==> config.mk <==
export PLATFORM = sky130hd
export DESIGN_NAME = dcache_wbuf_axi
export DESIGN_NICKNAME = d
export VERILOG_FILES = /design/src/rtl/dcache_wbuf_axi.sv
export SDC_FILE = /design/constraint.sdc
export NUM_CORES = 1
export LEC_CHECK = 0
export ABC_AREA = 1
export CORE_AREA = 4 4 250 252
export CTS_BUF_LIST = sky130_fd_sc_hd__clkbuf_8
export CTS_CLUSTER_SIZE = 24
export DETAILED_ROUTE_END_ITERATION = 10
export DIE_AREA = 0 0 254 256
export GPL_ROUTABILITY_DRIVEN = 0
export GPL_TIMING_DRIVEN = 0
export MAX_ROUTING_LAYER = met4
export PLACE_DENSITY = 0.76
export SYNTH_ARGS = -nofsm -noshare
export SYNTH_HDL_FRONTEND = slang
export SYNTH_SLANG_ARGS = --single-unit
==> constraint.sdc <==
create_clock -name clk -period 62.6 [get_ports clk]
set_input_delay 12.52 -clock clk [delete_from_list [all_inputs] [get_ports clk]]
set_output_delay 12.52 -clock clk [all_outputs]
set_load 0.02 [all_outputs]
==> src/rtl/dcache_wbuf_axi.sv <==
// Dirty-line write-back buffer for the data cache.
// Holds one victim line and drains it as a single AXI INCR burst: AW, then all W beats, then B.
module dcache_wbuf_axi #(
    parameter int ADDR_WIDTH = 32,
    parameter int LINE_BYTES = 64,
    parameter int DATA_WIDTH = 32
) (
    input  logic                      clk,
    input  logic                      rstn,
    input  logic                      wbuf_we,
    input  logic                      wbuf_reset,
    input  logic [ADDR_WIDTH-1:0]     line_addr,
    input  logic [LINE_BYTES*8-1:0]   line_data,
    input  logic                      w_req,
    output logic                      w_rdy,
    output logic                      wrt_finish,
    output logic                      awvalid,
    input  logic                      awready,
    output logic [ADDR_WIDTH-1:0]     awaddr,
    output logic [7:0]                awlen,
    output logic [2:0]                awsize,
    output logic [1:0]                awburst,
    output logic                      wvalid,
    input  logic                      wready,
    output logic [DATA_WIDTH-1:0]     wdata,
    output logic [DATA_WIDTH/8-1:0]   wstrb,
    output logic                      wlast,
    input  logic                      bvalid,
    output logic                      bready,
    input  logic [1:0]                bresp
);

    localparam int OFS       = $clog2(LINE_BYTES);
    localparam int LINE_BITS = LINE_BYTES * 8;
    localparam int BEATS     = LINE_BITS / DATA_WIDTH;
    localparam int BEAT_W    = (BEATS > 1) ? $clog2(BEATS) : 1;
    localparam int STRB_W    = DATA_WIDTH / 8;
    localparam int DW_LOG    = $clog2(DATA_WIDTH);
    localparam int LINE_LOG  = $clog2(LINE_BITS);

    typedef enum logic [1:0] {
        ST_IDLE = 2'd0,
        ST_AW   = 2'd1,
        ST_W    = 2'd2,
        ST_B    = 2'd3
    } state_t;

    state_t                    state_r;
    state_t                    state_s;
    logic [BEAT_W-1:0]         beat_r;
    logic [BEAT_W-1:0]         beat_s;
    logic                      loaded_r;
    logic                      loaded_s;
    logic                      finish_r;
    logic                      finish_s;
    logic                      awvalid_r;
    logic                      wvalid_r;
    logic                      bready_r;
    logic                      w_rdy_s;
    logic                      capture_s;
    logic                      last_beat_s;
    logic [LINE_LOG-1:0]       bit_ofs_s;
    logic [ADDR_WIDTH-OFS-1:0] addr_r;
    logic [LINE_BITS-1:0]      line_r;
    logic                      unused_s;

    assign capture_s   = (state_r == ST_IDLE) && wbuf_we;
    assign last_beat_s = (beat_r == BEAT_W'(BEATS - 1));
    assign bit_ofs_s   = {beat_r, {DW_LOG{1'b0}}};

    // Next-state, beat counter and buffer-status decisions
    always_comb begin
        state_s  = state_r;
        beat_s   = beat_r;
        loaded_s = loaded_r;
        finish_s = finish_r;
        w_rdy_s  = 1'b0;
        case (state_r)
            ST_IDLE: begin
                beat_s = '0;
                if (w_req && loaded_r) begin
                    w_rdy_s = 1'b1;
                    state_s = ST_AW;
                end else begin
                    state_s = ST_IDLE;
                end
                // A capture beats a simultaneous wbuf_reset: the new line is loaded, finish clears
                if (wbuf_we) begin
                    loaded_s = 1'b1;
                    finish_s = 1'b0;
                end else if (wbuf_reset) begin
                    loaded_s = 1'b0;
                    finish_s = 1'b0;
                end else begin
                    loaded_s = loaded_r;
                    finish_s = finish_r;
                end
            end
            ST_AW: begin
                beat_s = '0;
                if (awready) begin
                    state_s = ST_W;
                end else begin
                    state_s = ST_AW;
                end
                if (wbuf_reset) begin
                    loaded_s = 1'b0;
                    finish_s = 1'b0;
                end else begin
                    loaded_s = loaded_r;
                    finish_s = finish_r;
                end
            end
            ST_W: begin
                if (wready && last_beat_s) begin
                    beat_s  = '0;
                    state_s = ST_B;
                end else if (wready) begin
                    beat_s  = beat_r + BEAT_W'(1);
                    state_s = ST_W;
                end else begin
                    beat_s  = beat_r;
                    state_s = ST_W;
                end
                if (wbuf_reset) begin
                    loaded_s = 1'b0;
                    finish_s = 1'b0;
                end else begin
                    loaded_s = loaded_r;
                    finish_s = finish_r;
                end
            end
            ST_B: begin
                beat_s = '0;
                // The B handshake outranks a same-cycle wbuf_reset
                if (bvalid) begin
                    state_s  = ST_IDLE;
                    finish_s = 1'b1;
                    loaded_s = 1'b0;
                end else if (wbuf_reset) begin
                    state_s  = ST_B;
                    finish_s = 1'b0;
                    loaded_s = 1'b0;
                end else begin
                    state_s  = ST_B;
                    finish_s = finish_r;
                    loaded_s = loaded_r;
                end
            end
            default: begin
                state_s  = ST_IDLE;
                beat_s   = '0;
                loaded_s = 1'b0;
                finish_s = 1'b0;
            end
        endcase
    end

    // State, counter and registered handshake outputs
    always_ff @(posedge clk) begin
        if (!rstn) begin
            state_r   <= ST_IDLE;
            beat_r    <= '0;
            loaded_r  <= 1'b0;
            finish_r  <= 1'b0;
            awvalid_r <= 1'b0;
            wvalid_r  <= 1'b0;
            bready_r  <= 1'b0;
        end else begin
            state_r   <= state_s;
            beat_r    <= beat_s;
            loaded_r  <= loaded_s;
            finish_r  <= finish_s;
            awvalid_r <= (state_s == ST_AW);
            wvalid_r  <= (state_s == ST_W);
            bready_r  <= (state_s == ST_B);
        end
    end

    // Line buffer; keeps its contents through reset and is only written while idle
    always_ff @(posedge clk) begin
        if (rstn && capture_s) begin
            addr_r <= line_addr[ADDR_WIDTH-1:OFS];
            line_r <= line_data;
        end else begin
            addr_r <= addr_r;
            line_r <= line_r;
        end
    end

    assign w_rdy      = w_rdy_s & rstn;
    assign wrt_finish = finish_r;
    assign awvalid    = awvalid_r;
    assign awaddr     = {addr_r, {OFS{1'b0}}};
    assign awlen      = 8'(BEATS - 1);
    assign awsize     = 3'($clog2(STRB_W));
    assign awburst    = 2'b01;
    assign wvalid     = wvalid_r;
    assign wdata      = line_r[bit_ofs_s +: DATA_WIDTH];
    assign wstrb      = {STRB_W{1'b1}};
    assign wlast      = wvalid_r & last_beat_s;
    assign bready     = bready_r;

    // Response code and line offset bits carry no information for this buffer
    assign unused_s = ^{bresp, line_addr[OFS-1:0]};

endmodule

==> summary.txt, run 1 <==
Clock network
  – CTS Hold Bufs: 0
  – Post-CTS sizing: 0
  – Clk sinks: around 550
  – TritonCTS clock tree: done
  – Worst skew pair latency: between 0.6 and 0.7 ns
  – Htree depth: 3
  – Post-CTS Repair Setup Buffers: 0
  – Maximum clock path buffer count: 3
  – TritonCTS buffer count: between 90 and 100
  – CTS root buf: clkbuf_8
  – Worst-path clk slew: approximately 0.05 ns

GRT
  – GR Util All Layers: 0.266
  – Grt ovf: 0
  – Initial antenna violation count: 23
  – First-pass GRT wire length: 120 mm
  – Pin count of the biggest net entering global routing: 15
  – Vias in the first global route: about 19,000

Timing
  – Final worst slack: ~36 ns
  – Worst-margin pin slew: ~1.0 ns
  – Period Utilization, post-route: 0.428
  – Tmin final: 26.77 ns
  – Achievable Freq: about 37 MHz
  – Sum Neg Setup Slack: 0 ns
  – Clk_skew: ~0.025 ns
  – Slew margin rel.: 0.312
  – Fin Hold WS: between 0.5 and 0.6 ns
  – Final hold vios: 0
  – Max Slew Vio Count: 0
  – RSZ-0062 raised after global routing: no
  – Setup violators final: 0

Routing
  – Routed WL: around 87 mm
  – DR WL/cell: ~23 µm
  – First-pass detailed-route iteration total: 6
  – Number of remaining DRC errors: 0
  – Wire length on met2: about 42 mm
  – Initial DRC count: ~1,600
  – Routed wl met3: 8.49 mm
  – Highest Signal Layer: met4
  – M1 WL: roughly 31 mm
  – Number of routed nets with antenna violations: 0
  – Vias: between 15,000 and 20,000
  – Vias per cell: 4.80

Critical path
  – Crit Path Max Fanout: 7
  – Crit start category: primary input
  – Crit path cell chain: clkdlybuf4s50_1, inv_1, nor3_1, clkdlybuf4s50_1
  – Cells on worst reg2reg path: 13
  – Largest stage delay, worst path: approximately 0.66 ns
  – Critical Path Sink Type: output pin
  – CP max stage cell: clkdlybuf4s50_1
  – Req. time, crit path: 50.08 ns
  – Most frequent CP cell: clkdlybuf4s50_1
  – CP Class: primary input to output pin
  – Critical Path AT: about 14 ns

Synthesis
  – Avg Cell Area, Syn: between 10 and 15 µm²
  – Share of the synthesized area in the top cell type: 0.687
  – Register area share after synthesis: 0.696
  – Yosys warns: 0
  – Synth area leader: edfxtp_1
  – Post-synthesis cell area: between 0.02 and 0.025 mm²
  – Synth unique cells: 25
  – Post-synthesis register bit count: 549
  – Mapped Cells: 2,195
  – Top cells by area, synth: edfxtp_1 (69%), nand2_1 (11%), nand3_1 (8.3%)

Final layout
  – Commonest non-fill, non-tap cell in the layout: nand2_1
  – Share of layout cells above drive strength 1: 0.0876
  – Nets: approximately 3,500
  – Area Overhead vs Synth: 40.0%
  – Most frequent cells in the layout: nand2_1 (689), clkdlybuf4s50_1 (609), edfxtp_1 (538)
  – Fin area: approximately 0.033 mm²
  – FILL cells: a little over 5,000

Die
  – Initial core utilization: 0.391
  – DIE WIDTH: approximately 250 µm
  – I/O pin total: about 640
  – Core area: between 0.06 and 0.07 mm²
  – Die area: ~0.065 mm²
  – Die Height: 256 µm
  – Cell Rows: 90

Run status
  – Status: finished clean

Power
  – PwrDens: 24.2 mW/mm²
  – VDD IR max: between 0.02 and 0.025 mV
  – P_leak: 14.0 nW

Min path
  – Hold Path Class: flip-flop to flip-flop
  – Hold Path Cell Cnt: 2

Placed design
  – HPWL after detailed placement: a little under 70 mm
  – Port Buf Inserts: between 600 and 700
  – DP Area: about 0.031 mm²
  – Pre-CTS WS: about 36 ns

Flow run
  – MaxCap Viol Count: 0
per-stage QoR:
step	cells	power, mW	utilization
finish	3843	0.796	0.548
detailed placement	3654	0.510	0.519
floorplan	2216	0.482	-
global route	3839	0.824	0.547
CTS	3818	0.802	0.547
global placement	3607	0.537	0.510
cell families after synthesis:
kind of cell / after synthesis / synth area share
other: 2 / 0.000319
AO/OA/AOI/OAI: 12 / 0.00309
buffers and inverters: 534 / 0.101
AND/OR/NAND/NOR: 1091 / 0.195
adder cells (fa/ha/maj): 7 / 0.00372
flip-flops: 549 / 0.696
power by group:
| group | switching (mW) | internal [mW] |
|---|---|---|
| logic | 0.0316 | 0.0430 |
| registers | 0.00436 | 0.424 |
| clock network | 0.146 | 0.146 |
| total | 0.182 | 0.614 |
cell type report:
class	count	area, µm²	area share
clock buffer	92	1270	0.0384
timing repair buffer	656	6630	0.201
antenna	25	62.6	0.00190
buffer	130	862	0.0262
inverter	404	1520	0.0461
tap	782	978	0.0297
clock inverter	72	394	0.0120
sequential	549	16400	0.497
multi-input combinational	1133	4840	0.147
final timing paths:
path	slack [ns]	from	endpoint
max	35.83	rstn	w_rdy
min	0.51	wrt_finish$_SDFF_PN0_	wrt_finish$_SDFF_PN0_
min reg2reg	0.51	wrt_finish$_SDFF_PN0_	wrt_finish$_SDFF_PN0_
max reg2reg	59.15	state_r[0]$_SDFF_PN0_	line_r[467]$_DFFE_PP_
registers in the layout, summed over array words and instances (netlist names):
signal      flops
addr_r         26
awvalid         1
beat_r          4
bready          1
line_r        512
loaded_r        1
state_r         2
wrt_finish      1
wvalid          1
cells in the mapped netlist, drive strengths merged:
| cell type | number |
|---|---|
| nand2 | 689 |
| edfxtp | 538 |
| inv | 404 |
| nand3 | 388 |
| buf | 118 |
| clkbuf | 12 |
| dfxtp | 11 |
| nor2 | 8 |
| ha | 7 |
| a21oi | 6 |
| nor3 | 3 |
| conb | 2 |
| o21ai | 2 |
| a211oi | 1 |
| a22oi | 1 |
| a32oi | 1 |
| nand3b | 1 |
| nand4 | 1 |
| o221ai | 1 |
| or2 | 1 |
metal layers:
| metal | up-vias | global-route usage |
|---|---|---|
| met3 | 220 | 0.0828 |
| met4 | 0 | 0.124 |
| li1 | 8642 | - |
| met1 | 8622 | 0.292 |
| met5 | - | - |
| met2 | 965 | 0.441 |
critical path, delay by kind of cell:
kind	cells	cell delay, ns
and+or+nand+nor	1	0.29
buffers and inverters	3	1.45
Note: power is estimated with default switching activity, not from simulation.
==> run 2, diff against run 1 <==
Settings changed: CORE_AREA 4 4 250 252 to 4 4 248 250, DIE_AREA 0 0 254 256 to 0 0 252 254, PLACE_DENSITY 0.76 to 0.79.
Clock period 62.6 ns to 22.1 ns, I/O delays scaled along.
==> run 2 against run 1 <==
Critical endpoint unchanged. Register-to-register slack got worse by 40 ns. First-iteration DRC count is 3.0% lower. Design area grew 0.71%. Via count grew 1.8%.
==> summary.txt, run 2 (synthesis results as in run 1) <==
Routing
  – Vias per cell: 4.92
  – Initial DRC count: 1,578
  – Number of remaining DRC errors: 0
  – First-pass detailed-route iteration total: 7
  – Routed WL: about 90 mm
  – Number of routed nets with antenna violations: 0
  – Vias: 18,800
  – DR WL/cell: 23.1 µm

Critical path
  – Worst R2R End: line_r[510]$_DFFE_PP_
  – Cells on worst reg2reg path: 10
  – Req. time, crit path: 17.68 ns
  – Crit start category: primary input
  – R2r startpoint: state_r[0]$_SDFF_PN0_
  – Critical Path Sink Type: output pin
  – Critical Path AT: a little over 6 ns
  – CP Class: primary input to output pin
  – Crit Path Max Fanout: 7
  – Setup slack, reg-to-reg: just under 20 ns

Min path
  – Min-delay src: wrt_finish$_SDFF_PN0_
  – Hold Path Cell Cnt: 2
  – Hold Path Class: flip-flop to flip-flop
  – Hold endpoint: wrt_finish$_SDFF_PN0_

GRT
  – GR Util All Layers: 0.273
  – First-pass GRT wire length: about 120 mm
  – Grt ovf: 0
  – Vias in the first global route: about 19,000
  – Pin count of the biggest net entering global routing: 25
  – Initial antenna violation count: 23

Timing
  – Final hold vios: 0
  – Fin Hold WS: 0.534 ns
  – Max Slew Vio Count: 0
  – Setup violators final: 0
  – Sum Neg Setup Slack: 0 ns
  – Period Utilization, post-route: 0.473
  – Achievable Freq: about 96 MHz
  – Clk_skew: ~0.017 ns
  – Tmin final: ~10 ns
  – Slew margin rel.: 0.232
  – Worst-margin pin slew: approximately 1.2 ns
  – RSZ-0062 raised after global routing: no

Final layout
  – Nets: 3,511
  – Share of layout cells above drive strength 1: 0.0840
  – Area Overhead vs Synth: 41.0%
  – Commonest non-fill, non-tap cell in the layout: nand2_1
  – Largest Register: line_r
  – Most frequent cells in the layout: nand2_1 (689), clkdlybuf4s50_1 (609), edfxtp_1 (538)
  – Final non-filler cell total: 3,820
  – Max FFs per register: 512
  – Biggest regs: line_r: 512 flops, addr_r: 26 flops, beat_r: 4 flops

Placed design
  – Port Buf Inserts: between 600 and 700
  – HPWL after detailed placement: between 60 and 70 mm
  – DP Cell Count: between 3,000 and 4,000

Power
  – Net Sw Power: about 0.53 mW
  – Net Sw Frac: 0.233
  – PwrDens: just under 70 mW/mm²
  – P_leak: approximately 14 nW
  – Sequential share of power: 0.532
  – Logic pwr share: 0.096
  – VDD IR max: about 0.063 mV
  – Clock network power share: 0.371
  – Power Total: ~2.3 mW
  – Internal power: about 1.8 mW

Die
  – Die area: around 0.064 mm²
  – Core area: between 0.05 and 0.06 mm²
  – DIE WIDTH: ~250 µm
  – I/O pin total: between 600 and 700
  – Cell Rows: ~90
  – Initial core utilization: 0.398
  – Die Height: roughly 250 µm

Clock network
  – CTS root buf: clkbuf_8
  – CTS Hold Bufs: 0
  – Worst-path clk slew: 0.06 ns
  – TritonCTS clock tree: done
  – Htree depth: 3
  – Clk sinks: around 550
  – Post-CTS sizing: 0
  – Maximum clock path buffer count: 3
  – Post-CTS Repair Setup Buffers: 0
  – TritonCTS buffer count: slightly above 90
  – Worst skew pair latency: 0.67 ns

Flow run
  – MaxCap Viol Count: 0

Run status
  – Status: finished clean
run 2: changes by cell type in the layout (fill, tap and decap cells not counted), sizes merged:
cell      delta
clkinvlp     +3
buf         -17
inv          -2
diode        -3
clkbuf       +1
clkinv       +4
run 2: stage by stage:
stage	cell area [µm²]	worst slack, ns	utilization
2_1_floorplan	23600	4.39	-
3_3_place_gp	30700	-1.13	0.520
3_5_place_dp	31400	11.66	0.532
4_1_cts	33100	11.66	0.561
5_1_grt	33200	11.58	0.562
6_report	33200	11.65	0.562
run 2: layer usage:
layer  share of wire  global-route usage  vias up
li1                -                   -     8639
met1            0.36               0.306     8844
met2            0.50               0.461     1086
met3           0.097              0.0710      208
met4           0.043               0.124        0
met5               0                   -        -
run 2: how the worst max path moves through the flow:
stage	from	end	cells after the start
2_1_floorplan	rstn	addr_r[0]$_DFFE_PP_	2
3_3_place_gp	rstn	line_r[495]$_DFFE_PP_	3
3_5_place_dp	rstn	w_rdy	4
4_1_cts	rstn	w_rdy	4
5_1_grt	rstn	w_rdy	4
6_report	rstn	w_rdy	4
run 2: layout make-up:
cell class | instances | area, µm²
clock inverters | 77 | 422
inverters | 404 | 1520
repair buffers | 639 | 6830
flip-flops and latches | 549 | 16400
fillers | 4849 | 25900
diodes | 22 | 55.1
clock buffers | 93 | 1280
multi-input cells | 1133 | 4850
plain buffers | 130 | 862
well taps | 773 | 967
run 2: power groups by stage:
stage	registers, mW	clock network [mW]	logic [mW]
6_report	1.21	0.847	0.220
5_1_grt	1.22	0.912	0.233
4_1_cts	1.21	0.864	0.219
3_5_place_dp	1.24	0	0.218
3_3_place_gp	1.26	0	0.193
2_1_floorplan	1.26	0	0.0615
run 2: worst max-delay path: stages:
cell             delay, ns
clkdlybuf4s50_1       0.57
inv_1                 0.18
nor3_1                0.20
clkdlybuf4s50_1       0.66
==> run 3, diff against run 2 <==
Clock period 22.1 ns to 8.6 ns, I/O delays scaled along.
==> run 3 against run 2 <==
Power rose to 2.6 times the previous value. Sequential power rose to 2.6 times the previous value. Sequential cell count unchanged. Setup slack worse by 8.5 ns. Hold slack worse by 0.0034 ns. Design area is essentially flat. Clock power increased to 2.6 times the previous value. Critical path depth is 3 higher. Clock skew increased by 0.0067 ns. Die area unchanged.
==> summary.txt, run 3 (synthesis results as in run 1) <==
Final layout
  – Multi-input gate area in the final layout: around 0.0049 mm²
  – FILL cells: 4,870
  – FF/Latch Area: between 0.015 and 0.02 mm²
  – Area Overhead vs Synth: 41.1%
  – Final non-filler cell total: about 3,800
  – Most frequent cells in the layout: nand2_1 (689), clkdlybuf4s50_1 (609), edfxtp_1 (538)
  – Share of layout cells above drive strength 1: 0.0841
  – Max FFs per register: about 510
  – Nets: 3,511
  – Largest Register: line_r
  – Biggest regs: line_r: 512 flops, addr_r: 26 flops, beat_r: 4 flops
  – Commonest non-fill, non-tap cell in the layout: nand2_1

Placed design
  – Port Buf Inserts: between 600 and 700
  – Pre-CTS WS: ~3.6 ns
  – DP Cell Count: roughly 3,600
  – HPWL after detailed placement: ~67 mm

Routing
  – DR WL/cell: around 23 µm
  – Vias per cell: approximately 5
  – Number of remaining DRC errors: 0
  – Initial DRC count: roughly 1,400
  – Routed WL: slightly below 90 mm
  – First-pass detailed-route iteration total: 6
  – Vias: between 15,000 and 20,000
  – Number of routed nets with antenna violations: 0

Critical path
  – Crit path cell chain: buf_2, clkbuf_1, nand3_1, nand3_1, nand3_1, nand2_1, clkdlybuf4s50_1
  – Setup slack, reg-to-reg: between 5 and 6 ns
  – Crit Path Max Fanout: 10
  – CP max stage cell: clkbuf_1
  – Cells on worst reg2reg path: 11
  – Critical Path Sink Type: output pin
  – R2r startpoint: state_r[0]$_SDFF_PN0_
  – Most frequent CP cell: nand3_1
  – Crit start category: flip-flop
  – Largest stage delay, worst path: 0.80 ns
  – CP Class: flip-flop to output pin
  – Worst Path Buf+Inv: 3
  – Critical Path AT: around 3.8 ns
  – Req. time, crit path: about 6.9 ns
  – Worst R2R End: line_r[335]$_DFFE_PP_
  – CP delay by family, top: buffers and inverters

Clock network
  – CTS Hold Bufs: 0
  – Post-CTS sizing: 0
  – Maximum clock path buffer count: 3
  – TritonCTS clock tree: done
  – Worst skew pair latency: 0.67 ns
  – Worst-path clk slew: ~0.06 ns
  – CTS root buf: clkbuf_8
  – Clk sinks: approximately 550
  – TritonCTS buffer count: between 90 and 100
  – Htree depth: 3
  – Post-CTS Repair Setup Buffers: 0

Power
  – PwrDens: between 150 and 200 mW/mm²
  – P_leak: roughly 14 nW
  – VDD IR max: 0.151 mV

Timing
  – Final worst slack: 3.12 ns
  – Period Utilization, post-route: 0.637
  – Slew margin rel.: 0.287
  – Setup violators final: 0
  – RSZ-0062 raised after global routing: no
  – Final hold vios: 0
  – Tmin final: roughly 5.5 ns
  – Max Slew Vio Count: 0
  – Achievable Freq: 182 MHz
  – Clk_skew: roughly 0.023 ns
  – Sum Neg Setup Slack: 0 ns
  – Worst-margin pin slew: between 1 and 1.5 ns

Die
  – Cell Rows: between 80 and 90
  – Die area: about 0.064 mm²
  – Die Height: around 250 µm
  – DIE WIDTH: 252 µm
  – I/O pin total: between 600 and 700
  – Core area: 0.0590 mm²
  – Initial core utilization: 0.398

GRT
  – First-pass GRT wire length: around 120 mm
  – Initial antenna violation count: 19
  – GR Util All Layers: 0.268
  – Vias in the first global route: about 19,000
  – Pin count of the biggest net entering global routing: 24
  – Grt ovf: 0

Min path
  – Hold Path Class: flip-flop to flip-flop
  – Hold Path Cell Cnt: 2
  – Hold endpoint: wrt_finish$_SDFF_PN0_
  – Min-delay src: wrt_finish$_SDFF_PN0_

Flow run
  – MaxCap Viol Count: 0

Run status
  – Status: finished clean
[run 3: cell count changes in the layout (fill, tap and decap cells not counted), moves of 2 or more]
cell,previous run,this run
inv_1,432,435
clkinvlp_4,5,1
diode_2,22,20
clkbuf_8,93,95
inv_12,2,0
clkinv_1,27,20
[run 3: worst min-delay path: stages, from the launching register on]
cell and delay [ns]:
dfxtp_1 0.34, a32oi_1 0.06, nor2_1 0.10
[run 3: worst max-delay path by stage]
stage	cells after the start	start	to	slack (ns)
CTS	7	beat_r[1]$_SDFFE_PN0P_	wdata[24]	3.06
global placement	3	rstn	line_r[463]$_DFFE_PP_	-11.74
detailed placement	4	rstn	w_rdy	3.58
floorplan	2	rstn	addr_r[0]$_DFFE_PP_	-6.41
finish	7	beat_r[1]$_SDFFE_PN0P_	wdata[24]	3.12
global route	7	beat_r[1]$_SDFFE_PN0P_	wdata[24]	2.99
[run 3: per-layer routing]
layer / part of all wire / track usage / vias to the layer above
li1: - / - / 8622
met1: 0.36 / 0.297 / 8748
met2: 0.50 / 0.460 / 1024
met3: 0.096 / 0.0712 / 206
met4: 0.040 / 0.113 / 0
met5: 0 / - / -
[run 3: final cells by class]
class,instances,share of cell area
Antenna cell,20,0.00151
Buffer,130,0.0260
Timing Repair Buffer,639,0.206
Inverter,404,0.0458
Multi-Input combinational cell,1133,0.146
Clock inverter,71,0.0121
Clock buffer,95,0.0394
Sequential cell,549,0.494
Tap cell,773,0.0291
[run 3: through the flow]
| stage | hold WS, ns | instance area, µm² | util | power [mW] |
|---|---|---|---|---|
| final | 0.530 | 33200 | 0.562 | 5.87 |
| after global routing | 0.588 | 33200 | 0.562 | 6.08 |
| after CTS | 0.528 | 33100 | 0.561 | 5.91 |
| after detailed placement | 0.508 | 31400 | 0.532 | 3.73 |
| after global placement | 0.493 | 30700 | 0.520 | 3.74 |
| after floorplan | 0.524 | 23600 | - | 3.39 |
[run 3: where the power goes]
group | internal, mW | total, mW | switching [mW]
clock | 1.12 | 2.19 | 1.07
combinational | 0.329 | 0.564 | 0.235
sequential | 3.09 | 3.12 | 0.0319
==> variant 1: new RTL, flow settings as in run 1 <==
`DATA_WIDTH`: 32 -> 16.
--- a/src/rtl/dcache_wbuf_axi.sv
+++ b/src/rtl/dcache_wbuf_axi.sv
@@ -4,5 +4,5 @@
     parameter int ADDR_WIDTH = 32,
     parameter int LINE_BYTES = 64,
-    parameter int DATA_WIDTH = 32
+    parameter int DATA_WIDTH = 16
 ) (
     input  logic                      clk,
Ports: changed (resized wdata and wstrb); port bits go from 641 to 623. The function was not compared with the original's and may differ.
==> variant 1 against run 1 <==
  * Register-to-register slack got worse by 0.35 ns
  * Worst setup slack improved by 0.40 ns
  * Non-clock buffer count fell by 45
  * Sequential cell count rose by 1
  * Power fell by 1.4%
  * Design area rose by 0.41%
  * Via count rose by 0.29%
  * Area after synthesis rose by 2.1%
  * Wire length fell by 4.6%
  * Critical path depth did not move
  * Final cell count rose by 1.7%
  * Global-route usage fell by 1.3 points
  * Hold slack got worse by 0.017 ns
  * Critical endpoint unchanged
  * Largest power group unchanged
==> variant 1: results <==
group,metric,value,unit
worst_setup_path,worstReg2RegEnd,"addr_r[20]$_DFFE_PP_",
final_layout,reg_top3,"line_r: 512 flops, addr_r: 26 flops, beat_r: 5 flops",
grt,grt_pass1_vias,18720,
detailed_routing,wl,82.74,mm
worst_setup_path,path_max_fanout,4,
grt,grtUsageMet1,0.2918,
detailed_routing,met1_length,31.34,mm
detailed_routing,detailroute.wirelength.met3,6.881,mm
synth,ys_types,28,
timing,finClkSkew,0.01774,ns
grt,grt_max_degree,37,
synth,synth_commonest_cells,"803 x nand2_1, 538 x edfxtp_1, 397 x inv_1",
status,status,"finished, final reports clean",
synth,synthTopCellsByArea,"edfxtp_1 67%, nand2_1 13%, nand3_1 6.4%, inv_1 6.2%, buf_6 1.2%",
detailed_routing,via_per_inst,4.735,
synth,seq_area_frac_synth,0.6830,
grt,met2_usage,0.4254,
placement,port_buffers,593,
detailed_routing,drt-initial-drc-count,1224,
placement,dp_hpwl,64.01,mm
grt,grt_pass1_wl,116.0,mm
grt,met3_usage,0.06300,
grt,antenna_found_initial,26,
worst_setup_path,reg2reg_slack,58.80,ns
pwr,power_leakage,14.17,nW
worst_setup_path,arrival,13.85,ns
final_layout,layout-drive-gt1-share,0.08296,
placement,place_ws,36.23,ns
pwr,ir_drop,0.02466,mV
placement,dpl-instance-area,0.03137,sq mm
detailed_routing,firstDrtPassIters,5,
-- variant 1: changes by cell type in the layout (fill, tap and decap cells not counted), sizes merged, moves of 14 or more --
cell	before	now
buf	165	132
nand3	388	308
nand2	689	803
or2	1	49
clkdlybuf4s50	609	593
o21ai	2	16
nor2	8	26
-- variant 1: worst max path at each step --
stage,from,end,cells past startpoint
2_1_floorplan,wbuf_we,addr_r[0]$_DFFE_PP_,2
3_3_place_gp,rstn,addr_r[1]$_DFFE_PP_,3
3_5_place_dp,rstn,w_rdy,4
4_1_cts,rstn,w_rdy,4
5_1_grt,rstn,w_rdy,4
6_report,rstn,w_rdy,4
-- variant 1: where the power goes --
group          internal [mW]  total [mW]  switching (mW)
Combinational         0.0404      0.0678          0.0274
Clock                  0.144       0.289           0.145
Sequential             0.423       0.427         0.00410
-- variant 1: cell type report --
type	count	area, sq um
fillers	5064	27060
flip-flops and latches	550	16400
repair buffers	611	6304
multi-input cells	1245	5318
inverters	401	1508
clock buffers	94	1294
well taps	782	978.4
plain buffers	130	864.6
clock inverters	67	336.6
diodes	28	70.07
-- variant 1: kinds of logic (layout without fill, tap and decap cells) --
logic type,Yosys count,after routing,share of synthesized area
other,2,49,0.0003128
XOR/XNOR,1,1,0.0003649
adder cells (fa/ha/maj),8,8,0.004170
AO/OA/AOI/OAI,27,27,0.006358
flip-flops,550,550,0.6830
AND/OR/NAND/NOR,1188,1188,0.2070
buffers and inverters,531,1303,0.09882
-- variant 1: critical path, cell delays in order --
cell,delay (ns)
clkdlybuf4s50_1,0.53
nand2_1,0.07
nor2_1,0.10
clkdlybuf4s50_1,0.63
-- variant 1: metrics by stage --
step	hold slack [ns]	cells
final	0.4903	3908
after global routing	0.5318	3905
after CTS	0.4918	3880
after detailed placement	0.4827	3719
after global placement	0.4799	3701
after floorplan	0.4592	2326
==> variant 2: new RTL, flow settings as in run 1 <==
Without the edit above. Reset style: asynchronous (`rstn`), changed in one clocked block.
--- a/src/rtl/dcache_wbuf_axi.sv
+++ b/src/rtl/dcache_wbuf_axi.sv
@@ -158,5 +158,5 @@
 
     // State, counter and registered handshake outputs
-    always_ff @(posedge clk) begin
+    always_ff @(posedge clk or negedge rstn) begin
         if (!rstn) begin
             state_r   <= ST_IDLE;
Function: differs if rstn is asserted again (counterexample within 4 cycles, from zero or initial values and one cycle with rstn low); with rstn held inactive, the same outputs for 4 cycles.
==> variant 2 against run 1 <==
  * Via count is 4.3% lower
  * Hold slack better by 0.10 ns
  * Die area stayed put
  * Area after synthesis is 2.8% lower
  * First-iteration DRC count is 4.1% higher
  * Design area is 2.5% lower
  * Wire length is 5.8% lower
  * Final cell count is 2.7% lower
  * Sequential cell count stayed put
  * Worst setup slack worse by 0.080 ns
  * Critical path depth stayed put
Power is not compared: it rests on default switching activity, and its combinational part moved more than twofold at a synthesized area within 25%.
==> variant 2: results <==
group,metric,value,unit
status,status,"finished, final reports clean",
final_layout,n_all_buffers,746,
detailed_routing,via_per_inst,4.723,
placement,dp_hpwl,61.78,mm
min_path,min_path_type,"register to register",
placement,dpl-instance-area,0.03037,sq mm
min_path,min_from,"wrt_finish$_DFF_PN0_",
timing,worst_pin_slew,1.157,ns
worst_setup_path,critPathLaunch,"rstn",
timing,fin_hold_ws,0.6098,ns
synth,synth_commonest_cells,"819 x nand2_1, 538 x edfxtp_1, 210 x inv_1",
placement,dp_cells,3549,
final_layout,buffer_area_frac,0.2207,
final_layout,clkbuf_count,93,
clock_tree,cts_setup_buffers,0,
worst_setup_path,path_max_fanout,12,
synth,ys_types,18,
worst_setup_path,critPathMaxStageDelay,0.82,ns
synth,async_reset_ff_frac,0.02004,
final_layout,multi_input_cells,1260,
final_layout,fillers,5207,
grt,grt_pass1_wl,112.5,mm
worst_setup_path,worstReg2RegEnd,"line_r[13]$_DFFE_PP_",
final_layout,seqCellArea,0.01643,sq mm
grt,grt_max_degree,37,
synth,seq_area_frac_synth,0.7190,
timing,fin_ws,35.75,ns
min_path,whs_endpoint,"wrt_finish$_DFF_PN0_",
timing,finClkSkew,0.02803,ns
grt,grt.total_usage,0.2474,
detailed_routing,firstDrtPassIters,5,
final_layout,nNetsFinal,3423,
grt,antenna_found_initial,22,
worst_setup_path,reg2reg_slack,59.09,ns
worst_setup_path,ff2ff_path_depth,10,
final_layout,clkCellAreaFrac,0.05244,
detailed_routing,vias,17660,
synth,syn-instance-count,2120,
final_layout,reg_top3,"line_r: 512 flops, addr_r: 26 flops, beat_r: 4 flops",
final_layout,sh_seq_area,0.5117,
grt,grt_pass1_vias,17230,
final_layout,nNonClkInverters,212,
final_layout,multi_input_area,0.005075,sq mm
worst_setup_path,r2r_start,"state_r[0]$_DFF_PN0_",
detailed_routing,wire_per_inst,21.86,microns
final_layout,layout-drive-gt1-share,0.07984,
detailed_routing,drt-initial-drc-count,1692,
worst_setup_path,arrival,14.33,ns
synth,synthTopCellsByArea,"edfxtp_1 71%, nand2_1 13%, nand3_1 4.3%, inv_1 3.4%, nor2_1 3.4%",
## variant 2: cell types whose count changed in the layout (fill, tap and decap cells not counted), moves of 6 or more
cell and change:
a21oi_1 -6, buf_6 -60, nand3_1 -192, dfrtp_1 +11, dfxtp_1 -11, buf_2 +35, buf_12 +15, nand2_1 +130
inv_1 -196, nor2_1 +196, buf_4 -25
## variant 2: layer usage
metal | share of wire | GRT usage
met1 | 0.40 | 0.3056
met2 | 0.49 | 0.4077
met3 | 0.084 | 0.05589
met4 | 0.028 | 0.07620
met5 | 0 | -
## variant 2: report_power, final
part,switching (mW),internal [mW]
clock network,0.148,0.152
registers,0.0118,0.459
logic,0.149,0.0893
## variant 2: cell families after synthesis
logic type               Yosys count  synth area share
AO/OA/AOI/OAI                      7          0.001752
AND/OR/NAND/NOR                 1221            0.2116
flip-flops                       549            0.7190
other                              2         0.0003287
XOR/XNOR                           2         0.0007667
buffers and inverters            332           0.06264
adder cells (fa/ha/maj)            7          0.003833
